$ cat src/rtl/delay_mem_scheduler.sv
// delay_mem_scheduler
//   Shares one single-port delay RAM among NCH sample streams. A round-robin
//   arbiter accepts at most one sample per cycle. The accepted sample is
//   written into its channel's RAM segment, and the word it overwrites is
//   returned one cycle later. That word is the sample pushed len[c] pushes
//   earlier on the same channel.
//
// Ports
//   clk        : single clock, rising edge
//   rst_n      : synchronous active-low reset
//   req_valid  : per-channel sample valid             [NCH]
//   req_data   : per-channel samples, ch c at [c*DW +: DW]
//   req_ready  : one-hot (or zero) grant, combinational
//   len_wr     : configuration write strobe
//   len_ch     : channel to configure
//   len_val    : new delay, clamped to [MIN_LEN, SEG]
//   out_valid  : delayed sample present (1 cycle after handshake)
//   out_ch     : channel of the delayed sample
//   out_data   : delayed sample
//   out_warm   : delayed sample is genuine history
//
// Build option
//   DELAY_SCHED_COLD_ZERO_EN : when defined, out_data reads 0 on cold beats.
//   When not defined, the raw RAM word is passed through and only out_warm
//   flags validity.
module delay_mem_scheduler #(
  parameter int DW      = 8,
  parameter int NCH     = 4,
  parameter int SEG     = 16,
  parameter int MIN_LEN = 2
) (
  input  logic                       clk,
  input  logic                       rst_n,
  input  logic [NCH-1:0]             req_valid,
  input  logic [NCH*DW-1:0]          req_data,
  output logic [NCH-1:0]             req_ready,
  input  logic                       len_wr,
  input  logic [$clog2(NCH)-1:0]     len_ch,
  input  logic [$clog2(SEG+1)-1:0]   len_val,
  output logic                       out_valid,
  output logic [$clog2(NCH)-1:0]     out_ch,
  output logic [DW-1:0]              out_data,
  output logic                       out_warm
);

  localparam int CW = $clog2(NCH);
  localparam int PW = $clog2(SEG);
  localparam int LW = $clog2(SEG + 1);

  // Per-channel state
  logic [LW-1:0] len_reg  [NCH];
  logic [PW-1:0] ptr_reg  [NCH];
  logic [LW-1:0] fill_reg [NCH];

  logic [NCH-1:0] cfg_hit;
  logic [NCH-1:0] eligible;
  logic [NCH-1:0] grant;
  logic [CW-1:0]  grant_idx;
  logic [CW-1:0]  last_reg;
  logic           push;
  logic [LW-1:0]  len_clamped;

  // Configuration value clamped into the legal delay range
  always_comb begin
    len_clamped = len_val;
    if (len_val < LW'(MIN_LEN)) begin
      len_clamped = LW'(MIN_LEN);
    end else if (len_val > LW'(SEG)) begin
      len_clamped = LW'(SEG);
    end
  end

  generate
    for (genvar gi = 0; gi < NCH; gi++) begin : g_ch
      // A channel being reconfigured sits out arbitration that cycle.
      // An out-of-range len_ch never matches, so such a write is ignored.
      assign cfg_hit[gi]  = len_wr && (len_ch == CW'(gi));
      assign eligible[gi] = rst_n && req_valid[gi] && !cfg_hit[gi];

      always_ff @(posedge clk) begin
        if (!rst_n) begin
          len_reg[gi]  <= LW'(SEG);
          ptr_reg[gi]  <= '0;
          fill_reg[gi] <= '0;
        end else if (cfg_hit[gi]) begin
          len_reg[gi]  <= len_clamped;
          ptr_reg[gi]  <= '0;
          fill_reg[gi] <= '0;
        end else if (grant[gi]) begin
          if (LW'(ptr_reg[gi]) >= len_reg[gi] - LW'(1)) begin
            ptr_reg[gi] <= '0;
          end else begin
            ptr_reg[gi] <= ptr_reg[gi] + PW'(1);
          end
          if (fill_reg[gi] < len_reg[gi]) begin
            fill_reg[gi] <= fill_reg[gi] + LW'(1);
          end
        end
      end
    end
  endgenerate

  // Round-robin: first eligible channel after the last one granted
  always_comb begin
    logic [CW-1:0] cand;
    logic          found;
    grant     = '0;
    grant_idx = '0;
    found     = 1'b0;
    cand      = '0;
    for (int i = 1; i <= NCH; i++) begin
      cand = CW'((int'(last_reg) + i) % NCH);
      if (!found && eligible[cand]) begin
        found       = 1'b1;
        grant[cand] = 1'b1;
        grant_idx   = cand;
      end
    end
  end

  assign req_ready = grant;
  assign push      = |grant;

  always_ff @(posedge clk) begin
    if (!rst_n) begin
      last_reg <= CW'(NCH - 1);
    end else if (push) begin
      last_reg <= grant_idx;
    end
  end

  // Shared RAM: segment c occupies addresses {c, 0..SEG-1}
  logic [DW-1:0]    mem [NCH*SEG];
  logic [CW+PW-1:0] addr;
  logic [DW-1:0]    wr_data;
  logic [DW-1:0]    rd_reg;
  logic             sel_warm;

  assign addr     = {grant_idx, ptr_reg[grant_idx]};
  assign wr_data  = req_data[grant_idx*DW +: DW];
  assign sel_warm = (fill_reg[grant_idx] == len_reg[grant_idx]);

  always_ff @(posedge clk) begin
    if (push) begin
      mem[addr] <= wr_data;
    end
  end

  // Read-before-write: the overwritten word is the delayed sample
  always_ff @(posedge clk) begin
    if (!rst_n) begin
      rd_reg <= '0;
    end else if (push) begin
      rd_reg <= mem[addr];
    end
  end

  logic          out_valid_reg;
  logic [CW-1:0] out_ch_reg;
  logic          out_warm_reg;

  always_ff @(posedge clk) begin
    if (!rst_n) begin
      out_valid_reg <= 1'b0;
      out_ch_reg    <= '0;
      out_warm_reg  <= 1'b0;
    end else begin
      out_valid_reg <= push;
      if (push) begin
        out_ch_reg   <= grant_idx;
        out_warm_reg <= sel_warm;
      end
    end
  end

  assign out_valid = out_valid_reg;
  assign out_ch    = out_ch_reg;
  assign out_warm  = out_warm_reg;

`ifdef DELAY_SCHED_COLD_ZERO_EN
  assign out_data = out_warm_reg ? rd_reg : '0;
`else
  assign out_data = rd_reg;
`endif

endmodule

$ cat config.mk
export PLATFORM = sky130hd
export DESIGN_NAME = delay_mem_scheduler
export DESIGN_NICKNAME = d
export VERILOG_FILES = /design/src/rtl/delay_mem_scheduler.sv
export SDC_FILE = /design/constraint.sdc
export NUM_CORES = 1
export LEC_CHECK = 0
export ABC_AREA = 1
export CAP_MARGIN = 15
export CORE_UTILIZATION = 50
export CTS_CLUSTER_DIAMETER = 100
export DETAILED_ROUTE_END_ITERATION = 10
export PLACE_DENSITY = 0.71
export SYNTH_ARGS = -nofsm -noshare
export SYNTH_HDL_FRONTEND = slang
export SYNTH_SLANG_ARGS = --single-unit
$ cat constraint.sdc
create_clock -name clk -period 6.4 [get_ports clk]
set_input_delay 0.64 -clock clk [delete_from_list [all_inputs] [get_ports clk]]
set_output_delay 0.64 -clock clk [all_outputs]
set_load 0.005 [all_outputs]
==> reports/qor.yml, run 1 <==
global_routing:
  track_usage: 0.258
  first_global_vias: 19359
  grt-ovfl-total: 0
  antenna_found_initial: 2
  grt_pass1_wl_mm: 110
  grt_max_degree: 112
synthesis:
  ys_async_sr_fraction: 0
  yosysTopAreaCell: "edfxtp_1"
  netlist_area_sq_um: 27500
  yosysSeqAreaShare: 0.629
  ys_warn_count: 0
  syn_area_per_cell_sq_um: 9.94
  synth.area.top_cells: "edfxtp_1 62%, nand2_1 9.7%, inv_1 6.4%"
  syn_nets: 2870
  synth_seq_cells: 582
  ys.flop_type: "edfxtp_1"
  syn_inst: 2772
  synth.top_cell.area_share: 0.619
  synth-edff-count: 568
  synth.distinct_cells: 40
die:
  die_x_um: 237
  row_count: 85
  start_util: 0.509
  io_pins: 62
  die_area_sq_um: 56000
  core_area_sq_um: 54100
  die_h_um: 237
clocking:
  post_cts.repair.setup_buffers: 0
  cts.path.max_buffers: 3
  clk_pin_slew_worst_paths_ns: 0.06
  cts_htree_levels: 2
  ctsResizeCount: 0
  cts_hold_buf: 0
  clk_latency_ns: 0.63
  cts_tree: "built"
  root_buffer: "clkbuf_16"
  cts_sinks: 582
  cts_buffers: 59
worst_setup_path:
  reg2reg_from: "last_reg[0]$_SDFFE_PN1P_"
  crit_top_cell: "nand2_1"
  endpoint_kind: "flip-flop"
  critPathLaunchType: "flip-flop"
  path_class: "flip-flop to flip-flop"
  crit_chain: "inv_2 > ha_1 > inv_1 > nand3_1 > nand2_2 > nand2_2 > nor2_4 > nand3_2 > nand2_4 > nor2_2 > buf_4 > nand2_1 > nand2_1 > nor2_4 > buf_4 > nand2_1 > nor2_1"
  rrSetupSlack_ns: 1.08
  worstRegToRegCells: 17
  startpoint: "last_reg[0]$_SDFFE_PN1P_"
  crit_fanout: 43
  slowest_delay_ns: 0.70
  cp.required_ns: 6.66
  crit_end: "mem[1][5]$_DFFE_PP_"
  slowest_stage: "nor2_1"
  r2r-end: "mem[1][5]$_DFFE_PP_"
  crit_arrival_ns: 5.58
flow_run:
  cap_violations: 0
sta:
  skew_ns: 0.0239
  hold_violations: 0
  setup_tns_ns: 0
  relSlewSlack: 0.187
  slew_viol_final: 0
  fmax_mhz: 188
  tightestPinTransition_ns: 1.20
  finalCritPeriodShare: 0.831
  rsz0062_at_grt: "no"
  min_period_ns: 5.32
  setup_violations: 0
drt:
  vias_per_cell: 5.48
  vias: 19668
  drc: 0
  wl_per_cell_um: 19.9
  wirelength_mm: 71.4
  first_pass_iters: 6
  drt_iter0_markers: 1792
  final_antenna_net_count: 0
status:
  status: "finished, final reports clean"
final_layout:
  drive_gt1_frac: 0.0660
  nNetsFinal: 2940
  largest_reg_flops: 512
  area_growth_pct: 11.9
  antenna_cells: 0
min_path:
  hold_path.class: "flip-flop to flip-flop"
placement:
  hpwlAfterDp_mm: 46.1
  port_buffers: 61
  place_congestion: 0.915
## placed cells by master, fill, tap and decap left out, types with 9 or more instances in the layout
cell,instances
nand3b_1,36
nor2_1,256
clkbuf_1,14
xor2_1,21
nand2_2,9
clkdlybuf4s50_1,61
nand4_1,16
a21oi_1,17
o211ai_1,26
xnor2_1,9
inv_1,470
clkbuf_16,59
clkinv_2,10
nand3_2,13
edfxtp_1,568
clkinv_1,19
dfxtp_1,14
buf_4,52
ha_1,52
o21ai_0,25
a22oi_1,22
nand2_1,709
nand3_1,324
## Yosys cell counts, types with 9 or more instances
master,count
nand4_1,16
nand2_1,713
nand3b_1,36
clkbuf_1,12
a21oi_1,17
xor2_1,21
inv_1,470
dfxtp_1,14
ha_1,52
buf_4,37
buf_2,52
xnor2_1,9
nand3_1,328
nor2_1,260
edfxtp_1,568
o21ai_0,25
nand3_2,9
o211ai_1,26
a22oi_1,22
## critical path, delay by kind of cell (launching register included)
kind | cells | cell delay [ns]
AND/OR/NAND/NOR | 12 | 2.88
buffers and inverters | 4 | 1.05
flip-flops | 1 | 0.62
adder cells (fa/ha/maj) | 1 | 0.40
## final cells by class
class / count / area, sq um
Clock inverter: 38 / 355
Inverter: 481 / 1810
Tap cell: 696 / 871
Multi-Input combinational cell: 1598 / 7790
Clock buffer: 73 / 1530
Sequential cell: 582 / 17300
Timing Repair Buffer: 120 / 1140
Fill cell: 4524 / 23300
## logic make-up (layout without fill, tap and decap cells)
logic type               count (synthesis)  after routing  synth area share
AND/OR/NAND/NOR                       1392           1392             0.217
adder cells (fa/ha/maj)                 52             52            0.0236
XOR/XNOR                                30             30           0.00954
buffers and inverters                  592            712            0.0900
AO/OA/AOI/OAI                          124            124            0.0303
flip-flops                             582            582             0.629
## routing by layer
| metal | wire, um | track usage | up-vias |
|---|---|---|---|
| met4 | 2400 | 0.0907 | 2 |
| met3 | 6540 | 0.0460 | 175 |
| met5 | 13 | 0 | - |
| met2 | 34300 | 0.431 | 940 |
| li1 | - | - | 9200 |
| met1 | 28100 | 0.338 | 9351 |
## how the worst min path moves through the flow
stage	startpoint	to	cells after the start
6_report	out_ch[1]$_SDFFE_PN0P_	out_ch[1]$_SDFFE_PN0P_	2
5_1_grt	out_ch[0]$_SDFFE_PN0P_	out_ch[0]$_SDFFE_PN0P_	2
3_5_place_dp	out_ch[1]$_SDFFE_PN0P_	out_ch[1]$_SDFFE_PN0P_	2
3_3_place_gp	out_ch[0]$_SDFFE_PN0P_	out_ch[0]$_SDFFE_PN0P_	2
4_1_cts	out_ch[1]$_SDFFE_PN0P_	out_ch[1]$_SDFFE_PN0P_	2
2_1_floorplan	out_ch[0]$_SDFFE_PN0P_	out_ch[0]$_SDFFE_PN0P_	2
## stage by stage
stage | util | setup slack, ns | hold WS, ns | cell area, sq um | instances
after floorplan | - | 2.47 | 0.458 | 27500 | 2772
after global placement | 0.535 | 1.12 | 0.455 | 28900 | 3477
after detailed placement | 0.535 | 0.908 | 0.459 | 28900 | 3477
after CTS | 0.570 | 1.20 | 0.468 | 30800 | 3588
after global routing | 0.570 | 0.757 | 0.489 | 30800 | 3588
final | 0.570 | 1.08 | 0.469 | 30800 | 3588
Power of run 1 is not shown: default switching activity piles up to over one toggle a cycle in this logic, so the estimate is an artifact.
==> run 2, diff against run 1 <==
PLACE_DENSITY = 0.74   (was 0.71)
clock period = 4.8 ns   (was 6.4 ns; I/O delays follow)
==> reports/qor.yml, run 2 (synthesized netlist as in run 1, its figures left out) <==
final_layout:
  drive_gt1_frac: 0.0787  # was 0.0660
  nNetsFinal: 2962  # was 2940
  final_common_cell: "nand2_1"  # unchanged
  fillCellCount: 4409  # was 4524
  layout.area.seq_sq_um: 17300  # unchanged
  most-common-layout-cells: "709 x nand2_1, 568 x edfxtp_1, 470 x inv_1"  # unchanged
  multi_input_area_sq_um: 7820  # was 7790 sq um
  largest_reg_flops: 512  # unchanged
  area_growth_pct: 13.0  # was 11.9%
  antenna_cells: 0  # unchanged
worst_setup_path:
  cp_top_family: "simple AND/OR/NAND/NOR gates"  # unchanged
  crit_chain: "inv_1 > ha_1 > inv_1 > nand3_1 > nand2_2 > nand2_2 > nand2_1 > nand3_2 > nand2_4 > nor2_2 > nand2_1 > nand2_1 > nor2_4 > buf_4 > nand2_1 > nor2_1"  # was inv_2 > ha_1 > inv_1 > nand3_1 > nand2_2 > nand2_2 > nor2_4 > nand3_2 > nand2_4 > nor2_2 > buf_4 > nand2_1 > nand2_1 > nor2_4 > buf_4 > nand2_1 > nor2_1
  rrSetupSlack_ns: 0.14  # was 1.08 ns
  reg2reg_from: "last_reg[1]$_SDFFE_PN1P_"  # was last_reg[0]$_SDFFE_PN1P_
  worstRegToRegCells: 16  # was 17
  critPathBufInv: 3  # was 4
  path_class: "flip-flop to flip-flop"  # unchanged
  r2r-end: "mem[11][5]$_DFFE_PP_"  # was mem[1][5]$_DFFE_PP_
  endpoint_kind: "flip-flop"  # unchanged
  slowest_stage: "nor2_1"  # unchanged
  slowest_delay_ns: 0.74  # was 0.70 ns
  cp.required_ns: 5.07  # was 6.66 ns
  crit_fanout: 24  # was 43
  critPathLaunchType: "flip-flop"  # unchanged
  crit_top_cell: "nand2_1"  # unchanged
  crit_arrival_ns: 4.93  # was 5.58 ns
die:
  die_x_um: 237  # unchanged
  die_h_um: 237  # unchanged
  die_area_sq_um: 56000  # unchanged
  row_count: 85  # unchanged
  start_util: 0.509  # unchanged
  core_area_sq_um: 54100  # unchanged
  io_pins: 62  # unchanged
sta:
  tightestPinTransition_ns: 1.11  # was 1.20 ns
  rsz0062_at_grt: "yes"  # was no
  hold_violations: 0  # unchanged
  finalCritPeriodShare: 0.971  # was 0.831
  min_period_ns: 4.66  # was 5.32 ns
  setup_tns_ns: 0  # unchanged
  setup_ws_ns: 0.140  # was 1.08 ns
  skew_ns: 0.0397  # was 0.0239 ns
  slew_viol_final: 0  # unchanged
  fmax_mhz: 215  # was 188 MHz
  setup_violations: 0  # unchanged
  relSlewSlack: 0.253  # was 0.187
drt:
  drc: 0  # unchanged
  first_pass_iters: 6  # unchanged
  wl_per_cell_um: 19.3  # was 19.9 um
  vias_per_cell: 5.44  # was 5.48
  drt_iter0_markers: 2161  # was 1792
  wirelength_mm: 69.7  # was 71.4 mm
  final_antenna_net_count: 0  # unchanged
  vias: 19626  # was 19668
min_path:
  hold_path.class: "flip-flop to flip-flop"  # unchanged
  holdPathEnd: "out_ch[0]$_SDFFE_PN0P_"  # was out_ch[1]$_SDFFE_PN0P_
  hold_start: "out_ch[0]$_SDFFE_PN0P_"  # was out_ch[1]$_SDFFE_PN0P_
  min_delay_path_depth: 2  # unchanged
global_routing:
  grt_pass1_wl_mm: 108  # was 110 mm
  track_usage: 0.252  # was 0.258
  grt_max_degree: 77  # was 112
  grt-ovfl-total: 0  # unchanged
  first_global_vias: 19389  # was 19359
  antenna_found_initial: 1  # was 2
clocking:
  cts_sinks: 582  # unchanged
  cts.path.max_buffers: 3  # unchanged
  clk_latency_ns: 0.65  # was 0.63 ns
  clk_pin_slew_worst_paths_ns: 0.06  # about the same
  cts_hold_buf: 0  # unchanged
  cts_tree: "built"  # unchanged
  root_buffer: "clkbuf_16"  # unchanged
  cts_buffers: 59  # unchanged
  cts_htree_levels: 2  # unchanged
placement:
  hpwlAfterDp_mm: 45.3  # was 46.1 mm
  pre_cts_ws_ns: -0.0101  # was 0.908 ns
  port_buffers: 61  # unchanged
  place_congestion: 0.938  # was 0.915
flow_run:
  cap_violations: 0  # unchanged
status:
  status: "finished, final reports clean"  # unchanged
## run 2: changes by cell type in the layout (fill, tap and decap cells not counted), sizes merged
cell      before  now
inv          479  478
clkinvlp       2    6
clkinv        32   30
buf           59   81
clkbuf        73   68
## run 2: timing repair
action / 4_1_cts / 5_1_grt
endpoints found under the hold margin: 0 / 0
setup endpoints to repair: 0 / 84
buffers inserted: 0 / 0
gates resized for setup: 0 / 10
## run 2: layer usage
layer	GRT usage	routed length, um	share of wire	vias to the layer above
li1	-	-	-	9222
met1	0.320	26700	0.38	9268
met2	0.423	33700	0.48	955
met3	0.0445	6570	0.094	181
met4	0.109	2730	0.039	0
met5	0	0	0	-
## run 2: through the flow
step	area (sq um)	cells	util	hold WS (ns)
5_1_grt	31100	3606	0.575	0.477
3_5_place_dp	29200	3499	0.539	0.456
6_report	31100	3606	0.575	0.468
2_1_floorplan	27500	2772	-	0.458
4_1_cts	31100	3606	0.575	0.471
3_3_place_gp	29200	3499	0.539	0.448
## run 2: layout make-up
class,count,share of cell area
Sequential cell,582,0.557
Multi-Input combinational cell,1598,0.251
Inverter,481,0.0580
Clock buffer,68,0.0485
Timing Repair Buffer,142,0.0448
Tap cell,696,0.0280
Clock inverter,39,0.0129
## run 2: how the worst max path moves through the flow
stage	from	to	slack, ns	cells after the start
after global placement	len_ch[1]	mem[39][0]$_DFFE_PP_	0.26	16
after CTS	last_reg[1]$_SDFFE_PN1P_	mem[27][3]$_DFFE_PP_	0.25	16
after detailed placement	len_ch[1]	mem[27][1]$_DFFE_PP_	-0.01	16
after floorplan	last_reg[0]$_SDFFE_PN1P_	mem[0][1]$_DFFE_PP_	0.87	15
after global routing	last_reg[1]$_SDFFE_PN1P_	mem[43][1]$_DFFE_PP_	-0.05	16
final	last_reg[1]$_SDFFE_PN1P_	mem[11][5]$_DFFE_PP_	0.14	16
## run 2: tightest hold or removal path: stages, from the launching register on
cell and delay (ns):
dfxtp_1 0.31, nand2_1 0.06, a21oi_1 0.05
Power of run 2 is left out for the same reason.
